==> src/rtl/cm0_timer_pkg.sv <==
// Shared constants and types for the AHB3-Lite countdown timer: register
// word indices, CTRL/STATUS bit positions and the bus width defaults.
package cm0_timer_pkg;

    localparam int HADDR_SIZE_DEFAULT = 32;
    localparam int HDATA_SIZE_DEFAULT = 32;

    // Word index taken from haddr[4:2]
    localparam logic [2:0] REG_CTRL     = 3'd0;
    localparam logic [2:0] REG_PRESCALE = 3'd1;
    localparam logic [2:0] REG_LOAD     = 3'd2;
    localparam logic [2:0] REG_COUNT    = 3'd3;
    localparam logic [2:0] REG_STATUS   = 3'd4;

    localparam int CTRL_EN_BIT    = 0;
    localparam int CTRL_IRQEN_BIT = 1;
    localparam int CTRL_AUTO_BIT  = 2;
    localparam int STATUS_EXP_BIT = 0;

    localparam logic [2:0] HSIZE_WORD = 3'b010;

    typedef struct packed {
        logic auto_reload;
        logic irq_en;
        logic en;
    } ctrl_t;

    // Address-phase information carried into the data phase
    typedef struct packed {
        logic       valid;
        logic       write;
        logic       word;
        logic [2:0] index;
    } dphase_t;

    function automatic logic [31:0] ctrl_to_word(input ctrl_t c);
        return {29'd0, c.auto_reload, c.irq_en, c.en};
    endfunction

endpackage

==> src/rtl/timer_prescaler.sv <==
// Cycle prescaler: while enabled, counts 0..limit and pulses tick on the
// cycle the count reaches limit, then wraps to 0.
module timer_prescaler (
    input  logic        clk,
    input  logic        rst,
    input  logic        enable,
    input  logic        clear,
    input  logic [15:0] limit,
    output logic        tick
);

    logic [15:0] cnt_q;

    // >= rather than == so a limit lowered below the running count still
    // wraps on the next cycle instead of running round all 16 bits.
    assign tick = enable & (cnt_q >= limit);

    always_ff @(posedge clk) begin
        if (rst || clear) begin
            cnt_q <= '0;
        end else if (enable) begin
            cnt_q <= tick ? 16'd0 : cnt_q + 16'd1;
        end
    end

endmodule

==> src/rtl/ahb3lite_timer.sv <==
// AHB3-Lite slave countdown timer with prescaler, auto-reload and a level
// interrupt; zero wait states, always OKAY.
module ahb3lite_timer
    import cm0_timer_pkg::*;
#(
    parameter int g_haddr_size = HADDR_SIZE_DEFAULT,
    parameter int g_hdata_size = HDATA_SIZE_DEFAULT
) (
    input  logic                    hclk_i,
    input  logic                    rst_i,
    input  logic                    hsel_i,
    input  logic [g_haddr_size-1:0] haddr_i,
    input  logic [g_hdata_size-1:0] hwdata_i,
    output logic [g_hdata_size-1:0] hrdata_o,
    input  logic                    hwrite_i,
    input  logic [2:0]              hsize_i,
    input  logic [2:0]              hburst_i,
    input  logic [3:0]              hprot_i,
    input  logic [1:0]              htrans_i,
    input  logic                    hready_i,
    output logic                    hreadyout_o,
    output logic                    hresp_o,
    output logic                    irq_o
);

    // Handshake: an address phase is taken when hsel & hready & htrans[1]
    // (NONSEQ/SEQ) are high at a clock edge; its data phase is the following
    // cycle, in which hwdata is consumed (write, committed at the next edge) or
    // hrdata is presented (read). hreadyout is always 1, so every data phase
    // completes in one cycle.

    dphase_t     dp_q;
    ctrl_t       ctrl_q;
    logic [15:0] prescale_q;
    logic [31:0] load_q;
    logic [31:0] count_q;
    logic        exp_flag_q;

    logic [31:0] wdata;
    logic [31:0] rdata;
    logic        addr_accept;
    logic        wr_commit;
    logic        wr_ctrl;
    logic        wr_prescale;
    logic        wr_load;
    logic        wr_status;
    logic        pre_tick;
    logic        pre_clear;
    logic        tick_eff;
    logic        expire;
    logic        unused_inputs;

    assign wdata       = hwdata_i[31:0];
    assign addr_accept = hsel_i & hready_i & htrans_i[1];

    assign hreadyout_o = 1'b1;
    assign hresp_o     = 1'b0;

    assign unused_inputs = ^{hburst_i, hprot_i, htrans_i[0], haddr_i};

    always_ff @(posedge hclk_i) begin
        if (rst_i) begin
            dp_q <= '0;
        end else begin
            dp_q.valid <= addr_accept;
            dp_q.write <= hwrite_i;
            dp_q.word  <= (hsize_i == HSIZE_WORD);
            dp_q.index <= haddr_i[4:2];
        end
    end

    // Sub-word writes are dropped entirely rather than merged.
    assign wr_commit   = dp_q.valid & dp_q.write & dp_q.word;
    assign wr_ctrl     = wr_commit & (dp_q.index == REG_CTRL);
    assign wr_prescale = wr_commit & (dp_q.index == REG_PRESCALE);
    assign wr_load     = wr_commit & (dp_q.index == REG_LOAD);
    assign wr_status   = wr_commit & (dp_q.index == REG_STATUS);

    assign pre_clear = wr_load | (wr_ctrl & ~wdata[CTRL_EN_BIT]);

    timer_prescaler u_prescaler (
        .clk    (hclk_i),
        .rst    (rst_i),
        .enable (ctrl_q.en),
        .clear  (pre_clear),
        .limit  (prescale_q),
        .tick   (pre_tick)
    );

    // A LOAD write restarts the period, so a tick landing on it is discarded.
    assign tick_eff = pre_tick & ~wr_load;
    assign expire   = tick_eff & (count_q == 32'd0);

    always_ff @(posedge hclk_i) begin
        if (rst_i) begin
            ctrl_q     <= '0;
            prescale_q <= '0;
            load_q     <= '0;
            count_q    <= '0;
            exp_flag_q <= 1'b0;
            irq_o      <= 1'b0;
        end else begin
            if (wr_ctrl) begin
                ctrl_q.en          <= wdata[CTRL_EN_BIT];
                ctrl_q.irq_en      <= wdata[CTRL_IRQEN_BIT];
                ctrl_q.auto_reload <= wdata[CTRL_AUTO_BIT];
            end else if (expire && !ctrl_q.auto_reload) begin
                ctrl_q.en <= 1'b0;
            end

            if (wr_prescale) begin
                prescale_q <= wdata[15:0];
            end

            if (wr_load) begin
                load_q <= wdata;
            end

            if (wr_load) begin
                count_q <= wdata;
            end else if (tick_eff) begin
                if (count_q != 32'd0) begin
                    count_q <= count_q - 32'd1;
                end else if (ctrl_q.auto_reload) begin
                    count_q <= load_q;
                end
            end

            // Hardware set beats a same-cycle write-1-to-clear.
            if (expire) begin
                exp_flag_q <= 1'b1;
            end else if (wr_status && wdata[STATUS_EXP_BIT]) begin
                exp_flag_q <= 1'b0;
            end

            irq_o <= exp_flag_q & ctrl_q.irq_en;
        end
    end

    always_comb begin
        rdata = 32'd0;
        if (dp_q.valid && !dp_q.write) begin
            case (dp_q.index)
                REG_CTRL:     rdata = ctrl_to_word(ctrl_q);
                REG_PRESCALE: rdata = {16'd0, prescale_q};
                REG_LOAD:     rdata = load_q;
                REG_COUNT:    rdata = count_q;
                REG_STATUS:   rdata = {31'd0, exp_flag_q};
                default:      rdata = 32'd0;
            endcase
        end
    end

    assign hrdata_o = rdata;

endmodule

==> config.mk <==
export PLATFORM = sky130hd
export DESIGN_NAME = ahb3lite_timer
export DESIGN_NICKNAME = d
export VERILOG_FILES = /design/src/rtl/cm0_timer_pkg.sv /design/src/rtl/timer_prescaler.sv /design/src/rtl/ahb3lite_timer.sv
export SDC_FILE = /design/constraint.sdc
export NUM_CORES = 1
export LEC_CHECK = 0
export ABC_AREA = 1
export CAP_MARGIN = 40
export CORE_ASPECT_RATIO = 0.8
export CORE_UTILIZATION = 40
export CTS_CLUSTER_DIAMETER = 120
export CTS_CLUSTER_SIZE = 40
export DETAILED_ROUTE_END_ITERATION = 7
export DONT_BUFFER_PORTS = 1
export GPL_ROUTABILITY_DRIVEN = 0
export PLACE_DENSITY = 0.53
export SLEW_MARGIN = 10
export SYNTH_ARGS = -nofsm -noshare
export SYNTH_HDL_FRONTEND = slang
export SYNTH_HIERARCHICAL = 1
export SYNTH_SLANG_ARGS = --single-unit
==> constraint.sdc <==
create_clock -name hclk_i -period 3.4 [get_ports hclk_i]
set_input_delay 0.51 -clock hclk_i [delete_from_list [all_inputs] [get_ports hclk_i]]
set_output_delay 0.51 -clock hclk_i [all_outputs]
set_load 0.03 [all_outputs]
* Word level (Yosys, flattened, before mapping) *
Cells that the tools add are included.

operators by class
  add/subtract/negate cells = 2
  $lt $le $gt $ge = 1
  equal/unequal tests = 5
  muxes and demuxes = 11
  bitwise logic cells = 16
  reductions and logical operators = 14

operator list
  operator                                            count
  2-to-1 mux 32 bit                                   5
  case mux 32 bit (5 select lines)                    1
  logical NOT 32 bit                                  1
  nonzero test 32 bit                                 1
  subtractor 32 x 1 -> 32 bit, second input constant  1
  adder 16 x 1 -> 16 bit, second input constant       1
  >= comparator 16 bit                                1
  2-to-1 mux 16 bit                                   1
  AND 1 bit                                           13
  == test 3 x 2 -> 1 bit, second input constant       3
  nonzero test 2 bit                                  3
  2-to-1 mux 1 bit                                    4
  == test 3 x 1 -> 1 bit, second input constant       1
  == test 3 bit, second input constant                1
  logical AND 1 bit                                   3
  logical NOT 3 bit                                   1
  nonzero test 3 bit                                  1
  logical NOT 1 bit                                   2
  NOT 1 bit                                           2
  AND reduction 2 bit                                 1
  logical OR 1 bit                                    1
  OR 1 bit                                            1

storage, ports and cells
  register bits = 107
  input port bits = 81
  logic and storage cells = 62

* Logic depth before layout (Yosys ltp) *
  depth after elaboration = 9
  mapped depth = 20
  mapped depth without buffers = 19

* Hierarchy *
The synthesis kept the hierarchy.

modules (own cells, without submodules)
  module           instances  cells each  area an instance (um^2)  seq. area each (um^2)
  ahb3lite_timer   1          908         5,536.6                  1,821.7
  timer_prescaler  1          173         1,187.4                  320.3

* Worst setup path after synthesis *
Ideal clock, no wire load.

  kind = flip-flop to flip-flop
  start = register prescale_q[3]
  end = register count_q[20]
  setup time = 0.119 ns
  arrival = 1.990 ns
  data required time = 3.281 ns
  path slack = 1.291 ns
  stages on the path, launching flop included = 20
  buffers on the path = 2
  clock period less this slack = 2.109 ns
  cells stage by stage = dfxtp_1 > inv_1 > ha_1 > nand2_1 > nor2_1 > nor2_1 > nand2_1 > nand2_1 > nand2_1 > nand2_1 > nand2_1 > nand2_1 > inv_1 > or2_2 > nand2_4 > buf_8 > buf_6 > nand2_1 > nand2_1 > a21oi_2

between the ends
  cells in the longest elaborated chain, start to end = 5

ends and longest elaborated chain
  what                           RTL line               source
  from (decl)                    ahb3lite_timer.sv:34   logic [15:0] prescale_q;
  from (signal assigned)         ahb3lite_timer.sv:112  prescale_q <= wdata[15:0];
  >= comparator 16 bit           timer_prescaler.sv:16  assign tick = enable & (cnt_q >= limit);
  AND 1 bit                      timer_prescaler.sv:16
  via pre_tick                   ahb3lite_timer.sv:47   logic pre_tick;
  AND 1 bit                      ahb3lite_timer.sv:91   assign tick_eff = pre_tick & ~wr_load;
  nonzero test 2 bit (no line)   -
  AND reduction 2 bit (no line)  -
  to (signal assigned)           ahb3lite_timer.sv:120  count_q <= wdata;
  to (signal assigned)           ahb3lite_timer.sv:123  count_q <= count_q - 32'd1;
  to (signal assigned)           ahb3lite_timer.sv:125  count_q <= load_q;
  to (decl)                      ahb3lite_timer.sv:36   logic [31:0] count_q;

The timed path passes the listed nets, and every way through them passes these cells.
A chain may end at the register's enable or synchronous reset.

* Worst setup path in the final report *
  start = register prescale_q[13]
  end = register count_q[30]

The elaborated chain is that of the path after synthesis.

==> reports/qor.csv <==
stage;metric;value;unit
status;status;complete, no violations;
sta;rsz0062_at_grt;no;
drt;wl_per_cell;14.7;um
synth;yosysTopAreaCellShare;31.9;%
drt;vias;6589;
synth;synth_fp_nets;1181;
floorplan;core_area;16500;um2
layout;postLayoutCoreUtil;44.3;%
clock_network;cts_resized;0;
sta;setup_tns;0;ns
clock_network;postCtsSetupRepairBufs;0;
setup_path;endpoint_kind;register;
synth;yosysTopAreaCell;dfxtp_1;
global_route;grt_usage;22.8;%
layout;synthToLayoutAreaGrowth;8.60;%
synth;ys_seq_elements;107;
setup_path;crit_fanout;57;
sta;fin_worst_skew;0.00941;ns
setup_path;worstReg2RegEnd;count_q[30];
pwr;ir_worst_vdd;0.183;mV
clock_network;cts_tree;done;
synth;synthFlopType;dfxtp_1;
clock_network;clock_latency;0.36;ns
layout;diodes;0;
synth;synth_edf_count;0;
drt;drt_wl_total;19100;um
setup_path;startpoint;prescale_q[13];
sta;finalHoldWorstSlack;0.206;ns
drt;drc;0;
synth;synth_most_common_cell;nand2_1;
min_path;hold_class;primary input to register;
sta;hold_viol;0;
sta;fin_crit;2.75;ns
clock_network;max-clock-path-buffers;2;
floorplan;die_area;17300;um2
layout;drive_above_1_share;9.23;%
setup_path;worstSetupEndpoint;count_q[30];
placed_design;post-place-ws;0.670;ns
global_route;grt_pass1_vias;6186;
synth;async_flop_share;0;%
floorplan;die_h;118;um
flow_run;drv_cap;0;
clock_network;cts.sinks;107;
drt;drtIter0Drc;365;
clock_network;cts_buffers;9;
global_route;grt_pass1_wl;31700;um
sta;worstMarginPinSlew;0.745;ns
setup_path;worstSetupStartpointType;register;
setup_path;worst_ep_required_time;3.66;ns
synth;yosys_warnings;6;
synth;yosys-top-cells-count;nand2_1 (334), nor2_1 (156), inv_1 (109);
drt;first_pass_iters;5;
sta;fmax;364;MHz
sta;timing.slew.headroom;50.3;%
global_route;grt_antenna_before_repair;0;
placed_design;portBuffers;0;
setup_path;worstSetupPathType;register to register;
global_route;grt_overflow_total;0;
setup_path;ff2ff_setup_slack;0.65;ns
setup_path;worstPathArrival;3.01;ns
clock_network;htreeDepth;3;
clock_network;root_buffer;clkbuf_16;
floorplan;pin_count;116;
drt;via_per_inst;5.06;
pwr;power_density;333;nW/um2
synth;synthesis.area;6720;um2
synth;synth_cell_types;38;
synth;synth.area.top_cells;dfxtp_1 (32%), nand2_1 (19%), nor2_1 (8.7%), a21oi_1 (6.3%), inv_1 (6.1%);
layout;fin_nets;1178;
synth;syn_inst;1081;
clock_network;cts.clk_slew.worst_paths;0.08;ns
drt;ant_nets;0;
floorplan;chipWidth;147;um
synth;avgSynthCellArea;6.22;um2
sta;finalMaxSlewViolations;0;
setup_path;r2r-start;prescale_q[13];
pwr;p_leak;0.00358;uW
setup_path;rr_worst_depth;13;
placed_design;dp_hpwl;14200;um
floorplan;start_util;40.7;%
global_route;grt_start_max_net_pins;58;
sta;min_period_over_period;80.8;%
sta;finalWorstSetupSlack;0.654;ns
clock_network;postCtsHoldBufs;0;
floorplan;num_rows;42;
synth;ys_seq_area_share;31.9;%
sta;setup_violations;0;
## worst min path at each step
stage,depth (start not counted),start,endpoint
3_3_place_gp,2,load_q[1],load_q[1]
6_report,1,rst_i,dp_q[4]
5_1_grt,1,rst_i,load_q[4]
4_1_cts,1,rst_i,dp_q[4]
2_1_floorplan,2,ctrl_q[1],irq_o
3_5_place_dp,2,exp_flag_q,irq_o
## flip-flops by register name, indices dropped and copies added (netlist names)
name,cells
irq_o,1
ctrl_q,3
prescale_q,16
count_q,32
dp_q,6
exp_flag_q,1
u_prescaler/cnt_q,16
load_q,32
## report_power, final
group	switching (uW)	leakage, uW	internal (uW)	total [uW]
combinational	40.0	0.00257	8.45	48.4
clock	524	0.000154	601	1120
sequential	2.11	0.000863	1250	1260
## logic make-up (layout without fill, tap and decap cells)
logic type	count (synthesis)	after routing	share of synthesized area (%)
flops	107	107	31.9
xor+xnor	8	8	1.04
simple gates	589	589	36.2
compound gates	195	195	16.9
other cells	2	2	0.112
buf+inv	160	162	10.2
fa+ha+maj	19	19	3.54
mux	1	1	0.149
## critical path, cell delays in order, from the launching register on
cell	delay, ns
dfxtp_1	0.35
inv_1	0.05
ha_1	0.30
a21oi_1	0.16
o21ai_0	0.11
a21oi_1	0.18
nand2_1	0.09
nand2_1	0.12
inv_1	0.12
or2_2	0.39
nand2_4	0.48
nand2_1	0.11
nand2_1	0.11
a21oi_2	0.03
## stage by stage
step                      std cells  total power (uW)  area [um2]
final                          1303              2430        7300
after global routing           1303              2520        7300
after CTS                      1303              2460        7300
after detailed placement       1287              1340        6990
after global placement         1286              1340        6990
after floorplan                1081              1330        6720
## layer usage
layer / wire [um] / up-vias / track usage, % / part of all wire [%]
li1: - / 3448 / - / -
met1: 9990 / 2985 / 33.2 / 52
met2: 7710 / 140 / 32.9 / 40
met3: 1160 / 16 / 6.09 / 6.1
met4: 231 / 0 / 5.54 / 1.2
met5: 0 / - / 0 / 0
## layout make-up
type	count	area (um2)
fill	1842	9200
multi-input combinational	814	3910
sequential	107	2140
inverter	114	430
tap	220	275
timing repair buffer	32	240
clock buffer	10	239
clock inverter	6	70.1
## placed cells by master, fill, tap and decap left out, types with 2 or more instances in the layout
cell type,Yosys,routed
a21oi_1,85,85
a21oi_2,17,17
a221oi_1,3,3
a22oi_1,16,16
buf_4,4,32
clkbuf_16,0,9
clkinv_1,2,2
conb_1,2,2
dfxtp_1,107,107
ha_1,19,19
inv_1,109,109
inv_2,2,2
inv_6,0,3
nand2_1,334,334
nand2_2,6,6
nand2_4,2,2
nand3_1,51,51
nand3_2,2,2
nand4_1,9,9
nor2_1,156,155
nor2_2,13,13
nor2_4,6,7
nor3_1,6,6
o211ai_1,14,14
o21ai_0,54,54
o22ai_1,4,4
or2_2,2,2
xnor2_1,5,5
xor2_1,3,3
Power figures use the tool's default switching activity.
